[src/rtl/wb_cmd_fifo.sv]
// Wishbone-to-controller write FIFO: CPU writes are buffered in a circular
// buffer and drained through a show-ahead valid/ready pop port.
module wb_cmd_fifo #(
  parameter int DEPTH = 4,
  parameter int AW    = 2
) (
  input  logic          clk,
  input  logic          rst,
  input  logic          wbs_stb_i,
  input  logic          wbs_cyc_i,
  input  logic          wbs_we_i,
  input  logic [31:0]   wbs_adr_i,
  input  logic [31:0]   wbs_dat_i,
  output logic          wbs_ack_o,
  output logic [31:0]   wbs_dat_o,
  output logic          abt_req,
  output logic          brc_out_valid,
  input  logic          brc_out_ready,
  output logic [31:0]   Do,
  output logic [AW:0]   fill_count
);

  localparam logic [AW:0] FULL_COUNT = (AW+1)'(DEPTH);

  logic [31:0]   mem [DEPTH];
  logic [AW-1:0] wr_ptr;
  logic [AW-1:0] rd_ptr;

  logic          sel_u1;
  logic          access;
  logic          push_req;
  logic          stat_rd;
  logic          push;
  logic          pop;
  logic          full;
  logic          empty;
  logic [31:0]   status;
  logic          unused_adr;

  assign unused_adr = ^{wbs_adr_i[31:15], wbs_adr_i[11:4], wbs_adr_i[1:0]};

  assign sel_u1   = &wbs_adr_i[14:12];
  assign access   = wbs_stb_i & wbs_cyc_i & sel_u1 & ~wbs_ack_o;
  assign push_req = access & wbs_we_i & (wbs_adr_i[3:2] == 2'b00);
  assign stat_rd  = access & ~wbs_we_i & (wbs_adr_i[3:2] == 2'b01);

  assign full  = (fill_count == FULL_COUNT);
  assign empty = (fill_count == '0);

  // full uses current-cycle count, so a push blocked by full waits a cycle even if popped now
  assign push = push_req & ~full;
  assign pop  = brc_out_valid & brc_out_ready;

  assign status = {16'd0, 8'(fill_count), 6'd0, full, empty};

  assign brc_out_valid = ~empty;
  assign abt_req       = ~empty;
  assign Do            = empty ? '0 : mem[rd_ptr];

  always_ff @(posedge clk or posedge rst) begin
    if (rst) begin
      wr_ptr     <= '0;
      rd_ptr     <= '0;
      fill_count <= '0;
      wbs_ack_o  <= 1'b0;
      wbs_dat_o  <= '0;
    end else begin
      // A stalled push withholds ack; every other decoded access is acked at once
      wbs_ack_o <= access & ~(push_req & full);
      wbs_dat_o <= stat_rd ? status : '0;
      if (push) wr_ptr <= wr_ptr + 1'b1;
      if (pop)  rd_ptr <= rd_ptr + 1'b1;
      case ({push, pop})
        2'b10:   fill_count <= fill_count + 1'b1;
        2'b01:   fill_count <= fill_count - 1'b1;
        default: fill_count <= fill_count;
      endcase
    end
  end

  always_ff @(posedge clk) begin
    if (push) mem[wr_ptr] <= wbs_dat_i;
  end

endmodule

[config.mk]
export PLATFORM = sky130hd
export DESIGN_NAME = wb_cmd_fifo
export DESIGN_NICKNAME = d
export VERILOG_FILES = /design/src/rtl/wb_cmd_fifo.sv
export SDC_FILE = /design/constraint.sdc
export NUM_CORES = 1
export LEC_CHECK = 0
export ABC_AREA = 1
export CAP_MARGIN = 20
export CORE_MARGIN = 3
export CORE_UTILIZATION = 25
export CTS_BUF_LIST = sky130_fd_sc_hd__clkbuf_4 sky130_fd_sc_hd__clkbuf_8 sky130_fd_sc_hd__clkbuf_16
export CTS_CLUSTER_SIZE = 14
export DETAILED_ROUTE_END_ITERATION = 10
export PLACE_DENSITY = 0.54
export SKIP_LAST_GASP = 1
export SLEW_MARGIN = 5
export SYNTH_ARGS = -nofsm -noshare
export SYNTH_HDL_FRONTEND = slang
export SYNTH_SLANG_ARGS = --single-unit
[constraint.sdc]
create_clock -name clk -period 2.8 [get_ports clk]
set_input_delay 0.84 -clock clk [delete_from_list [all_inputs] [get_ports clk]]
set_output_delay 0.84 -clock clk [all_outputs]
set_load 0.03 [all_outputs]
==> impl_results.md, run 1 <==
* CP Class: flip-flop to output port
* Clk_skew at around 11 ps
* Max cap viols at 0
* Mux cell area share after synthesis at 0%
* Register bit total from synthesis at about 140
* Worst reg2reg startpoint: fill_count[0]
* Worst-Skew Late Latency at 420 ps
* Commonest non-fill, non-tap cell in the layout: nor2_1
* Fmax at 0.3732 GHz
* Final Cycle Share at 95.71%
* Final Hold Fails at 0
* Post-synth design cell area at 5836 um^2
* Avg Synthesized Cell Area at roughly 12 um^2
* Post-synth top area cell: edfxtp_1
* HP Class: flip-flop to flip-flop
* FF-to-FF End: fill_count[2]
* Seq/Total Area, Yosys at 71.44%
* I/O Buffers at 85
* Drt first-iter violations at 157
* Power Dens Cells at 1044 nW/um^2
* Maximum root-to-sink buffer count at 2
* CP Launch Point: fill_count[0]
* Post-synth EDFFs at 128
* Post-synthesis adder-cell area fraction at 1.415%
* First-pass GRT wire length at 21.03 mm
* CTS tree: built
* Tightest Pin Transition at 542.8 ps
* Crit Path Max Fanout at 4
* Chip width at between 150 and 200 um
* Synth Area in Simple Gates at 10.87%
* H-tree depth at 4
* GR Overflow Total at 0
* Peak supply drop at 0.5523 mV
* GP Congestion at between 0.6 and 0.7
* Initial Utilization at around a quarter
* Largest net degree at the start of global routing at 45
* Wire length per cell at roughly 15 um
* Nature of the critical path endpoint: output port
* Drt first pass iters at 4
* Vias at between 3000 and 4000
* Cell count after synthesis at a little under 500
* Root Driver: clkbuf_16
* N_diodes at 0
* Minimum clock period at 2680 ps
* Vias in the first global route at about 3700
* Hold Crit Start: fill_count[0]
* Layout area overhead at 31.67%
* Worst setup SP type: flip-flop
* Main synth FF type: edfxtp_1
* Ports at 140
* DRC errors left at 0
* Die ar. at 25210 um^2
* Main combinational cell family by area after synthesis: simple AND/OR/NAND/NOR gates
* Total GRT Usage at 10.98%
* Num rows at 55
* Worst Path Arrival at between 1500 and 2000 ps
* Setup crit end: brc_out_valid
* Most frequent cells in the layout: 140 x nor2_1, 128 x edfxtp_1, 52 x clkdlybuf4s50_1
* Total core area at 22780 um^2
* Layout cells sized above 1 at 16.72%
* RSZ-0062 raised after global routing: true
* Setup violators final at 0
* Worst relative slew slack at 63.77%
* Fin worst setup slack at ~120 ps
* Crit-path cells: inv_1 -> nand3_1 -> buf_4 -> clkdlybuf4s50_1
* Final slew viol count at 0
* Slowest-stage cell, CP: clkdlybuf4s50_1
* Antenna Violating Nets Remaining at 0
* Leak Pwr at between 2 and 3 nW
* Post-synthesis xor/xnor area fraction at 0.3002%
* Worst hold slack at between 500 and 600 ps
* Die Ht at 158.8 um
* Clock Pin Slew Worst Setup and Hold Paths at 60 ps
* Via/cell ratio at 4.083
* Fin nets at 667
* Top cell type's share of synthesized area at 65.87%
* WL final at 13.86 mm
* R2r setup slk at about 660 ps
* Path depth of the worst reg2reg path at 11
* Post-synth cell types at 23
* Clk sinks at 141
* Synth Area in Compound Gates at 8.619%
* Pre-CTS WS at -3.281 ps
* Post-synth ARST share at 9.220%
* Ys Warns at 0
* Status: finished clean
* Synth top area cells: edfxtp_1 66%, nor2_1 9.3%, dfrtp_1 5.6%, buf_4 4.1%, o21ai_0 3.8%
* Dpl hpwl at 8.331 mm
* Biggest cell delay along the critical path at 590 ps
* CP required at 1960 ps
* Initial antenna violation count at 0
* TritonCTS Buffers at 17
repair_timing:
action                                  4_1_cts  5_1_grt
gates resized for setup                       2        7
pin swaps                                     0        2
endpoints found under the setup margin       18       17
setup buffers                                 1        0
hold buffers                                  0        0
cloned                                        0        1
cells in the mapped netlist, types with 2 or more instances:
cell      instances
a21oi_1          33
buf_2            11
buf_4            32
buf_6             3
clkbuf_1          4
clkbuf_2          2
dfrtp_1          13
edfxtp_1        128
ha_1              5
inv_1            18
nand2_1          16
nand3_1           4
nor2_1          144
o21ai_0          44
o21ai_1          22
worst min-delay path by stage:
stage | end | slack, ps | depth (start not counted)
CTS | fill_count[0] | 520 | 1
finish | fill_count[0] | 510 | 1
detailed placement | fill_count[0] | 510 | 1
floorplan | wr_ptr[1] | 490 | 2
global route | fill_count[0] | 540 | 1
global placement | fill_count[1] | 490 | 2
routing by layer:
metal | GRT usage, % | routed length [um] | vias up
li1 | - | - | 1829
met1 | 13.67 | 6374 | 1814
met2 | 18.35 | 6710 | 86
met3 | 2.922 | 558 | 15
met4 | 4.059 | 211 | 0
met5 | 0 | 0 | -
flip-flops by register name, summed over array words and instances (netlist names):
signal,flops
mem,128
wbs_ack_o,1
wr_ptr,2
wbs_dat_o,5
rd_ptr,2
fill_count,3
report_power, final:
| group | internal, mW | switching, mW | leakage (nW) | total [mW] |
|---|---|---|---|---|
| clock | 1.15 | 0.912 | 0.250 | 2.07 |
| combinational | 1.33 | 2.23 | 1.19 | 3.56 |
| sequential | 2.34 | 0.0544 | 1.32 | 2.40 |
area by class of cell:
| cell class | instances | area, um^2 |
|---|---|---|
| clock buffer | 18 | 432.9 |
| multi-input combinational | 301 | 1376 |
| inverter | 19 | 73.82 |
| timing repair buffer | 111 | 1126 |
| clock inverter | 14 | 111.4 |
| sequential | 141 | 4172 |
| tap | 313 | 391.6 |
| fill | 2246 | 15090 |
per-stage QoR:
step | cell area (um^2) | setup TNS [ps] | instances | utilization, % | power [mW]
floorplan | 5933 | -52430 | 513 | - | 4.603
global placement | 7079 | 0 | 883 | 31.08 | 5.941
detailed placement | 7079 | -3.281 | 883 | 31.08 | 5.961
CTS | 7637 | 0 | 916 | 33.53 | 8.082
global route | 7684 | -12.15 | 917 | 33.73 | 8.510
finish | 7684 | 0 | 917 | 33.73 | 8.023
logic make-up (layout without fill, tap and decap cells):
group | after synthesis | after routing
buffers and inverters | 71 | 162
other | 1 | 27
AO/OA/AOI/OAI | 100 | 100
adder cells (fa/ha/maj) | 6 | 6
flip-flops | 141 | 141
XOR/XNOR | 2 | 2
AND/OR/NAND/NOR | 166 | 166
critical path: cells and delay by family, from the launching register on:
kind | cells | cell delay (ps)
buf+inv | 3 | 910
flops | 1 | 410
simple gates | 1 | 120
(Power assumes the default switching activity.)
==> inputs of run 2 (changes only) <==
--- a/config.mk
+++ b/config.mk
@@ -12,7 +12,7 @@
 export CTS_BUF_LIST = sky130_fd_sc_hd__clkbuf_4 sky130_fd_sc_hd__clkbuf_8 sky130_fd_sc_hd__clkbuf_16
 export CTS_CLUSTER_SIZE = 14
 export DETAILED_ROUTE_END_ITERATION = 10
-export PLACE_DENSITY = 0.54
+export PLACE_DENSITY = 0.52
 export SKIP_LAST_GASP = 1
 export SLEW_MARGIN = 5
 export SYNTH_ARGS = -nofsm -noshare
==> constraint.sdc (replaced) <==
create_clock -name clk -period 2.74 [get_ports clk]
set_input_delay 0.822 -clock clk [delete_from_list [all_inputs] [get_ports clk]]
set_output_delay 0.822 -clock clk [all_outputs]
set_load 0.03 [all_outputs]
==> run 2 against run 1 <==
Effect of this change:
- final area increased by 0.24%
- clock power increased by 9%
- critical path depth increased by 2
- count of clock-buffer cells in the layout increased by 1
- cell count unchanged
- register-to-register slack got worse by 30 ps
- flip-flop and latch count unchanged
- setup slack improved by 2.2 ps
==> impl_results.md, run 2 (same netlist as run 1, synthesis figures left out) <==
* Final Instance Area at 7702 um^2 (was 7684 um^2)
* CP required at 1920 ps (was 1960 ps)
* N_diodes at 0 (unchanged)
* Placed insts at 885 (was 883)
* Layout area overhead at 31.99% (was 31.67%)
* TNS Setup at 0 ps (unchanged)
* Max cap viols at 0 (unchanged)
* Slowest-stage cell, CP: dfrtp_2 (was clkdlybuf4s50_1)
* Worst Path Arrival at 1800 ps (was 1840 ps)
* Drt first pass iters at 4 (unchanged)
* Ports at 140 (unchanged)
* Die ar. at 25210 um^2 (unchanged)
* Antenna Violating Nets Remaining at 0 (unchanged)
* Path depth of the worst reg2reg path at 11 (unchanged)
* R2r setup slk at 630 ps (was 660 ps)
* Crit-path cells: buf_6 -> nor2_1 -> nor2_1 -> o21ai_0 -> a21oi_1 -> buf_4 (was inv_1 -> nand3_1 -> buf_4 -> clkdlybuf4s50_1)
* Finished Layout Cells at 917 (unchanged)
* CTS tree: built (unchanged)
* RSZ-0062 raised after global routing: false (was true)
* I/O Buffers at 85 (unchanged)
* WL final at 13.33 mm (was 13.86 mm)
* GR Overflow Total at 0 (unchanged)
* First-pass GRT wire length at 21.04 mm (was 21.03 mm)
* Clk sinks at 141 (unchanged)
* Worst setup SP type: flip-flop (unchanged)
* FF-to-FF End: fill_count[2] (unchanged)
* HP Class: flip-flop to flip-flop (unchanged)
* Setup violators final at 0 (unchanged)
* Leak Pwr at 2.773 nW (was 2.760 nW)
* Final core occ at 33.81% (was 33.73%)
* Setup crit end: Do[26] (was brc_out_valid)
* Worst hold slack at 541.4 ps (was 513.5 ps)
* Wire length per cell at 14.53 um (was 15.11 um)
* DRC errors left at 0 (unchanged)
* Tightest Pin Transition at 506.1 ps (was 542.8 ps)
* Fmax at 0.3820 GHz
* Max reg flops at 128 (unchanged)
* CP Launch Point: rd_ptr[0] (was fill_count[0])
* Most frequent cells in the layout: 140 x nor2_1, 128 x edfxtp_1, 53 x clkdlybuf4s50_1 (was 140 x nor2_1, 128 x edfxtp_1, 52 x clkdlybuf4s50_1)
* Buf/Inv on CP at 2 (was 3)
* Root Driver: clkbuf_16 (unchanged)
* Peak supply drop at 0.6037 mV (was 0.5523 mV)
* Largest Register: mem (unchanged)
* Nature of the critical path endpoint: output port (unchanged)
* Biggest cell delay along the critical path at 410 ps (was 590 ps)
* Largest net degree at the start of global routing at 35 (was 45)
* H-tree depth at 4 (unchanged)
* Worst reg2reg startpoint: fill_count[0] (unchanged)
* Maximum root-to-sink buffer count at 2 (unchanged)
* Hold_buf cts at 0 (unchanged)
* Initial Utilization at 25.62% (unchanged)
* Power Dens Cells at 1060 nW/um^2 (was 1044 nW/um^2)
* Minimum clock period at approximately 2600 ps
* Drt first-iter violations at 157 (unchanged)
* Layout cells sized above 1 at 16.72% (unchanged)
* CP Class: flip-flop to output port (unchanged)
* Critical path depth at 6 (was 4)
* Clk_skew at 16.00 ps (was 11.24 ps)
* Final Cycle Share at 95.53%
* Crit Path Max Fanout at 31 (was 4)
* Commonest non-fill, non-tap cell in the layout: nor2_1 (unchanged)
* Chip width at 158.8 um (unchanged)
* Status: finished clean (unchanged)
* Vias at 3800 (was 3744)
* Die Ht at 158.8 um (unchanged)
* Total GRT Usage at 10.83% (was 10.98%)
* DP Area at 7082 um^2 (was 7079 um^2)
* Dpl hpwl at 8.372 mm (was 8.331 mm)
* Top flop regs: mem x128, wbs_dat_o x5, fill_count x3 (unchanged)
* Worst-Skew Late Latency at 420 ps (about the same)
* Initial antenna violation count at 1 (was 0)
* Crit path max-delay family: buffers and inverters (unchanged)
* GP Congestion at 0.7472 (was 0.6829)
* Via/cell ratio at 4.144 (was 4.083)
* Final slew viol count at 0 (unchanged)
* Clock Pin Slew Worst Setup and Hold Paths at 60 ps (about the same)
* Cell mode on critical path: nor2_1
* Vias in the first global route at 3949 (was 3715)
* Num rows at 55 (unchanged)
* Worst relative slew slack at 66.22% (was 63.77%)
* Fin nets at 668 (was 667)
* TritonCTS Buffers at 17 (unchanged)
* Final Hold Fails at 0 (unchanged)
* Total core area at 22780 um^2 (unchanged)
[run 2: what timing repair did]
| item | 4_1_cts | 5_1_grt |
|---|---|---|
| buffers inserted | 1 | 0 |
| gates resized for setup | 5 | 6 |
| endpoints found under the setup margin | 32 | 23 |
| pin swaps | 0 | 0 |
| hold endpoints to repair | 0 | 0 |
[run 2: how the worst min path moves through the flow]
stage | depth (start not counted) | slack [ps] | startpoint | end
after floorplan | 2 | 490 | wr_ptr[1] | wr_ptr[1]
after global placement | 1 | 510 | fill_count[0] | fill_count[0]
after detailed placement | 1 | 510 | fill_count[0] | fill_count[0]
after CTS | 1 | 520 | fill_count[0] | fill_count[0]
after global routing | 1 | 570 | fill_count[0] | fill_count[0]
final | 1 | 540 | fill_count[0] | fill_count[0]
[run 2: cell type report]
cell class	instances	area, um^2
fillers	2260	15080
well taps	313	391.6
clock inverters	12	146.4
flip-flops and latches	141	4172
repair buffers	112	1097
multi-input cells	301	1378
inverters	19	77.57
clock buffers	19	440.4
[run 2: report_power, final]
group / leakage (nW) / internal (mW) / switching (mW)
clock: 0.279 / 1.44 / 0.817
combinational: 1.18 / 1.24 / 2.23
sequential: 1.32 / 2.39 / 0.0506
total: 2.77 / 5.07 / 3.10
[run 2: per-stage QoR]
stage          worst slack [ps]  power [mW]
2_1_floorplan            -451.6       4.704
3_3_place_gp             0.3408       5.916
3_5_place_dp             -54.50       5.951
4_1_cts                   21.47       8.276
5_1_grt                   7.235       8.649
6_report                  122.4       8.165
[run 2: per-layer routing]
| layer | vias to the layer above | routed length [um] | GRT usage (%) |
|---|---|---|---|
| met2 | 124 | 6689 | 18.87 |
| met5 | - | 13 | 0 |
| met4 | 2 | 157 | 3.382 |
| li1 | 1825 | - | - |
| met3 | 15 | 937 | 3.887 |
| met1 | 1834 | 5528 | 12.46 |
